--- config.mk ---
export PLATFORM = sky130hd
export DESIGN_NAME = reg_scoreboard
export DESIGN_NICKNAME = d
export VERILOG_FILES = /design/src/rtl/reg_scoreboard.sv
export SDC_FILE = /design/constraint.sdc
export NUM_CORES = 1
export LEC_CHECK = 0
export BUFFER_PORTS_ARGS = -buffer_cell sky130_fd_sc_hd__buf_2
export CORE_MARGIN = 4
export CORE_UTILIZATION = 30
export DETAILED_ROUTE_END_ITERATION = 12
export GPL_TIMING_DRIVEN = 1
export PLACE_DENSITY = 0.56
export SLEW_MARGIN = 20
export SYNTH_ARGS = -nofsm -noshare
export SYNTH_HDL_FRONTEND = slang
export SYNTH_SLANG_ARGS = --single-unit
--- constraint.sdc ---
create_clock -name clk -period 4.21 [get_ports clk]
set_input_delay 0.842 -clock clk [delete_from_list [all_inputs] [get_ports clk]]
set_output_delay 0.842 -clock clk [all_outputs]
set_load 0.01 [all_outputs]
--- src/rtl/reg_scoreboard.sv ---
// Register scoreboard: per-register outstanding-write counters that stall issue on
// RAW hazards and on counter saturation, with flush and a sticky underflow flag.
module reg_scoreboard #(
    parameter int NREG    = 32,
    parameter int ADDR_W  = 5,
    parameter int CNT_W   = 2,
    parameter int R0_ZERO = 1
) (
    input  logic              clk,
    input  logic              resetn,
    input  logic              iss_valid,
    output logic              iss_ready,
    input  logic              iss_src1_en,
    input  logic [ADDR_W-1:0] iss_src1,
    input  logic              iss_src2_en,
    input  logic [ADDR_W-1:0] iss_src2,
    input  logic              iss_we,
    input  logic [ADDR_W-1:0] iss_dest,
    input  logic              wb_valid,
    input  logic [ADDR_W-1:0] wb_dest,
    input  logic              flush,
    output logic [NREG-1:0]   busy_vec,
    output logic              hazard1,
    output logic              hazard2,
    output logic              err_underflow
);

    localparam logic [CNT_W-1:0] CMAX = '1;

    logic [CNT_W-1:0] r_cnt [NREG];
    logic             r_err;

    logic [CNT_W-1:0] w_cnt_src1, w_cnt_src2, w_cnt_dest, w_cnt_wb;
    logic             w_src1_trk, w_src2_trk, w_dest_trk, w_wb_trk;
    logic             w_accept, w_inc_any, w_underflow;
    logic [NREG-1:0]  w_inc, w_dec;

    function automatic logic f_tracked(input logic [ADDR_W-1:0] x);
        return (int'(x) < NREG) && !((R0_ZERO != 0) && (x == '0));
    endfunction

    // Untracked indices read as an idle counter so they never hazard or block.
    always_comb begin
        w_src1_trk = f_tracked(iss_src1);
        w_src2_trk = f_tracked(iss_src2);
        w_dest_trk = f_tracked(iss_dest);
        w_wb_trk   = f_tracked(wb_dest);
        w_cnt_src1 = '0;
        w_cnt_src2 = '0;
        w_cnt_dest = '0;
        w_cnt_wb   = '0;
        if (w_src1_trk) w_cnt_src1 = r_cnt[iss_src1];
        if (w_src2_trk) w_cnt_src2 = r_cnt[iss_src2];
        if (w_dest_trk) w_cnt_dest = r_cnt[iss_dest];
        if (w_wb_trk)   w_cnt_wb   = r_cnt[wb_dest];
    end

    assign hazard1   = iss_src1_en && (w_cnt_src1 != '0);
    assign hazard2   = iss_src2_en && (w_cnt_src2 != '0);
    assign iss_ready = !hazard1 && !hazard2 && !flush &&
                       !(iss_we && w_dest_trk && (w_cnt_dest == CMAX));
    assign w_accept  = iss_valid && iss_ready;
    assign w_inc_any = w_accept && iss_we && w_dest_trk;

    // A retire to an idle register is absorbed silently when it pairs with a same-cycle issue.
    assign w_underflow = wb_valid && w_wb_trk && (w_cnt_wb == '0) &&
                         !(w_inc_any && (iss_dest == wb_dest));

    always_comb begin
        w_inc    = '0;
        w_dec    = '0;
        busy_vec = '0;
        for (int r = 0; r < NREG; r++) begin
            w_inc[r]    = w_inc_any && (int'(iss_dest) == r);
            w_dec[r]    = wb_valid && w_wb_trk && (int'(wb_dest) == r);
            busy_vec[r] = (r_cnt[r] != '0) && !((R0_ZERO != 0) && (r == 0));
        end
    end

    always_ff @(posedge clk or negedge resetn) begin
        if (!resetn) begin
            for (int r = 0; r < NREG; r++) r_cnt[r] <= '0;
            r_err <= 1'b0;
        end else if (flush) begin
            for (int r = 0; r < NREG; r++) r_cnt[r] <= '0;
            r_err <= 1'b0;
        end else begin
            for (int r = 0; r < NREG; r++) begin
                if (w_inc[r] && !w_dec[r])
                    r_cnt[r] <= r_cnt[r] + 1'b1;
                else if (!w_inc[r] && w_dec[r] && (r_cnt[r] != '0))
                    r_cnt[r] <= r_cnt[r] - 1'b1;
            end
            if (w_underflow) r_err <= 1'b1;
        end
    end

    assign err_underflow = r_err;

endmodule

* After elaboration in Yosys (flattened, before gate mapping)
Index checks and enable logic that the tools add are counted.
Storage, ports and cells: flip-flop bits (word level) 65, bits in latches 0, RAM bits 0, memory bits (read-only) 0, input bits 28, output and inout port bits 36, logic and storage cells 571, memories kept 0
Operators by class: add/sub/neg operators 64, multipliers 0, divide/modulo/power cells 0, $lt $le $gt $ge 4, equal/unequal tests 64, shifts and indexed selects 0, mux-type cells 83, bitwise logic cells 4, reductions and logical operators 319
Operator list (number):
- logical AND 1 bit | 174
- == test 5 bit (second input constant) | 32
- two-way mux 2 bit | 76
- nonzero test 3 bit | 32
- == test 5 x 4 -> 1 bit (second input constant) | 16
- zero test 1 bit | 71
- nonzero test 2 bit | 35
- adder 2 x 1 -> 2 bit (second input constant) | 32
- two-way mux 64 bit | 1
- subtractor 2 x 1 -> 2 bit (second input constant) | 32
- binary-select mux 2 bit (select 5 bit) | 4
- == test 5 x 3 -> 1 bit (second input constant) | 8
- zero test 5 bit | 6
- greater-or-equal comparator 6 bit (second input constant) | 4
- inverter 5 -> 6 bit | 4
- == test 5 x 2 -> 1 bit (second input constant) | 4
- == test 5 x 1 -> 1 bit (second input constant) | 2
- == test 5 bit | 1
- == test 2 bit (second input constant) | 1
- zero test 2 bit | 1
- two-way mux 1 bit | 2

* Longest topological paths before layout
word-level depth 21, depth in mapped cells 13, mapped depth without buffers 9

* Least setup slack after synthesis
Ideal clock, no wire load.
path type input-to-output, from input iss_src1[1], to output iss_ready, data arrival time 2906 ps, data required time 3368 ps, path slack 462 ps, stages on the path 10, buffers on the path 3, cell sequence buf_4 nor3_1 a21oi_1 mux4_2 a211oi_2 nor3_2 nor3_2 buf_2 buf_2 o21a_1
On the way: cells in the longest elaborated chain, start to end 11, elaborated cells between the ends (all ways) 12
Ends and longest elaborated chain:
- start, declared | RTL line 14 | input logic [ADDR_W-1:0] iss_src1,
- inverter 5 -> 6 bit (implied by the code) | RTL line 52 | if (w_src1_trk) w_cnt_src1 = r_cnt[iss_src1];
- binary-select mux 2 bit (select 5 bit) | RTL line 52
- two-way mux 2 bit (implied by the code) (2 in series) | RTL line 52
- two-way mux 2 bit * | RTL line 52
- nonzero test 2 bit * | RTL line 58 | assign hazard1 = iss_src1_en && (w_cnt_src1 != '0);
- logical AND 1 bit * | RTL line 58
- net hazard1 | RTL line 23 | output logic hazard1,
- zero test 1 bit * | RTL line 60 | assign iss_ready = !hazard1 && !hazard2 && !flush &&
- logical AND 1 bit * (3 in series) | RTL line 60
- end, declared | RTL line 12 | output logic iss_ready,
The timed path passes the listed nets; every way through them passes the cells marked *. The select of a mux whose other input is x is not followed.

* Worst setup path in the final report
from input iss_src1[1], to output iss_ready
On the way: cells in the longest elaborated chain, start to end 11, elaborated cells between the ends (all ways) 12
Ends and longest elaborated chain (RTL line):
- inverter 5 -> 6 bit (implied by the code) | 52
- binary-select mux 2 bit (select 5 bit) | 52
- two-way mux 2 bit (implied by the code) (2 in series) | 52
- two-way mux 2 bit * | 52
- nonzero test 2 bit * | 58
- logical AND 1 bit * | 58
- zero test 1 bit * | 60
- logical AND 1 bit * (3 in series) | 60
Every way passes the cells marked *; elsewhere a longest branch is shown, timed or not. The select of a mux whose other input is x is not followed.

==> flow_summary.yaml <==
status:
  status: "completed"
setup_path:
  cp_top_family: "simple AND/OR/NAND/NOR gates"
  crit_chain: "buf_2, mux4_2, o22ai_1, a31oi_1, nor3_2, nor3_4, o21a_1, buf_2"
  cp.required_ns: 3.37
  start_kind: "input port"
  cpMostUsedCell: "buf_2"
  max_stage_delay_ns: 0.56
  path_class: "input port to primary output"
  crit_path_max_fanout: 16
  end_kind: "primary output"
  cpMaxStageDelayCell: "nor3_2"
  critical_path_arrival_ns: 2.95
  path_buf_inv: 2
job:
  max-cap-violations: 0
clock_tree:
  ctsHtreeMaxLevel: 3
  path_clk_slew_ns: 0.06
  cts_sinks: 65
  cts_tree: "yes"
  cts_root_buf: "clkbuf_16"
  clock_path_buffers: 2
  postCtsHoldBufs: 0
  clk_latency_ns: 0.35
  post_cts_buffers: 0
  cts_resized: 0
  cts_inserted_buffers: 9
sta:
  hold_viol_final: 0
  fmax_mhz: 264
  fin_skew_ns: 0.0106
  slew_viol_final: 0
  setup_violations: 0
  rsz0062_at_grt: "no"
  worst_pin_slew_ns: 0.969
  whs_ns: 0.491
  fin_ws_ns: 0.420
  setup_tns_ns: 0
  fin_crit_ns: 3.79
  period_share_pct: 90.0
  relSlewSlack_pct: 35.4
die:
  core_um2: 21200
  die_h_um: 155
  ioPinCount: 64
  initial_utilization_pct: 30.7
  dieArea_um2: 24000
  die_w_um: 155
  rows: 53
grt:
  grt_overflow: 0
  grt_max_degree: 68
  grtUsageTotal_pct: 20.5
  grt_pass1_vias: 6398
  antenna_found_initial: 1
  grt_pass1_wl_um: 38700
yosys:
  synthSimpleGateAreaFrac_pct: 32.0
  avgSynthCellArea_um2: 8.36
  yosysSeqAreaShare_pct: 25.1
  synth_edf_count: 0
  synth_async_sr_flop_share_pct: 100
  synth_top_area_share_pct: 25.1
  synth_compound_area_share_pct: 21.5
  netlist_area_um2: 6480
  synth-main-ff-cell: "dfrtp_1"
  ys_ff_latch: 65
  synth.most_common_cell: "nand2_1"
  synthAdderAreaFrac_pct: 0
  synth_top_cell_by_area: "dfrtp_1"
  synth_nets: 804
  synth_cell_type_count: 67
  muxShareOfSynthArea_pct: 13.0
  synth_top_family_by_area: "simple AND/OR/NAND/NOR gates"
  synth_cells: 776
  synth_xor_area_share_pct: 0.810
  ys_top_cells_by_count: "77 x nand2_1, 76 x nor2_1, 65 x dfrtp_1, 44 x nand3_1, 42 x clkbuf_1"
  synth.area.top_cells: "dfrtp_1 25%, mux4_2 10%, nand2_1 4.5%, nor2_1 4.4%, nand3_1 3.4%"
  yosysWarnings: 0
place:
  gp_congestion: 0.911
  hpwl_um: 17900
  port_buffers: 62
  pre_cts_slack_ns: 0.454
pwr:
  ir_worst_vdd_v: 0.000152
  swShare_pct: 29.6
  power_frac_clock_pct: 48.5
  power_leakage_nw: 3.12
  seqPwrFrac_pct: 35.1
  p_int_mw: 1.26
  power_frac_comb_pct: 16.4
  powerDensity_nw_per_um2: 242
  power_switching_uw: 530
min_path:
  min_path_type: "flop to flop"
route:
  drt_wl_total_um: 24900
  vias: 6915
  drt_iter0_drc: 740
  drt_pass1_iterations: 5
  ant_nets: 0
  drt-vias-per-instance: 6.34
  routedWlPerCell_um: 22.8
  drc: 0
layout:
  drive_gt1_share_pct: 20.9
  area_growth_pct: 14.2
  fin_nets: 838
  n_antenna_cell: 0
metal layers:
layer	GRT usage, %	wire length [um]	up-vias
met1	28.2	10300	3379
met4	9.25	938	2
met5	0	20	-
li1	-	-	3080
met3	4.34	2460	70
met2	30.9	11100	384
flip-flops by register name, summed over array words and instances (netlist names):
signal / cells
err_underflow: 1
r_cnt: 64
power groups by stage:
| stage | sequential (mW) | clock (mW) | combinational, mW |
|---|---|---|---|
| 3_5_place_dp | 0.640 | 0 | 0.288 |
| 6_report | 0.629 | 0.869 | 0.294 |
| 5_1_grt | 0.628 | 0.907 | 0.312 |
| 3_3_place_gp | 0.640 | 0 | 0.288 |
| 2_1_floorplan | 0.640 | 0 | 0.183 |
| 4_1_cts | 0.628 | 0.879 | 0.289 |
placed cells by master, fill, tap and decap left out, types with 16 or more instances in the layout:
master     instances
nand2_1           77
mux4_2            30
nor3b_1           22
buf_2             60
nor2_1            76
dfrtp_1           65
nor4_1            25
inv_1             39
buf_4             29
or4b_2            16
nor3_1            33
a31oi_1           18
nand3_1           44
o2111ai_1         23
nor2b_1           20
and3_1            17
a211oi_1          26
a32o_1            17
o211ai_1          24
area by class of cell:
class | instances | area [um2]
multi-input cells | 602 | 4380
clock buffers | 12 | 256
fillers | 2141 | 13700
inverters | 40 | 150
clock inverters | 4 | 75.1
repair buffers | 92 | 578
flip-flops and latches | 65 | 1630
well taps | 275 | 344
kinds of logic (layout without fill, tap and decap cells):
| logic type | Yosys count | after routing |
|---|---|---|
| AO/OA/AOI/OAI | 174 | 174 |
| buffers and inverters | 109 | 148 |
| flip-flops | 65 | 65 |
| multiplexers | 45 | 45 |
| XOR/XNOR | 6 | 6 |
| other | 1 | 1 |
| AND/OR/NAND/NOR | 376 | 376 |
metrics by stage:
stage	cells	utilization, %	total power, mW	area [um2]
after CTS	1090	35.0	1.80	7410
after detailed placement	1074	33.4	0.928	7080
after global placement	1074	33.4	0.928	7080
after floorplan	776	-	0.823	6480
after global routing	1090	35.0	1.85	7410
final	1090	35.0	1.79	7410
final timing paths:
check                               from            end  slack (ns)  cells after the start
setup / recovery             iss_src1[1]      iss_ready        0.42                      8
hold / removal             err_underflow  err_underflow        0.49                      1
setup reg to reg               r_cnt[52]      r_cnt[21]        0.86                      9
hold reg to reg            err_underflow  err_underflow        0.49                      1
max in group asynchronous         resetn      r_cnt[58]        2.92                      1
min in group asynchronous         resetn      r_cnt[49]        0.63                      1
Note: power is estimated with default switching activity, not from simulation.
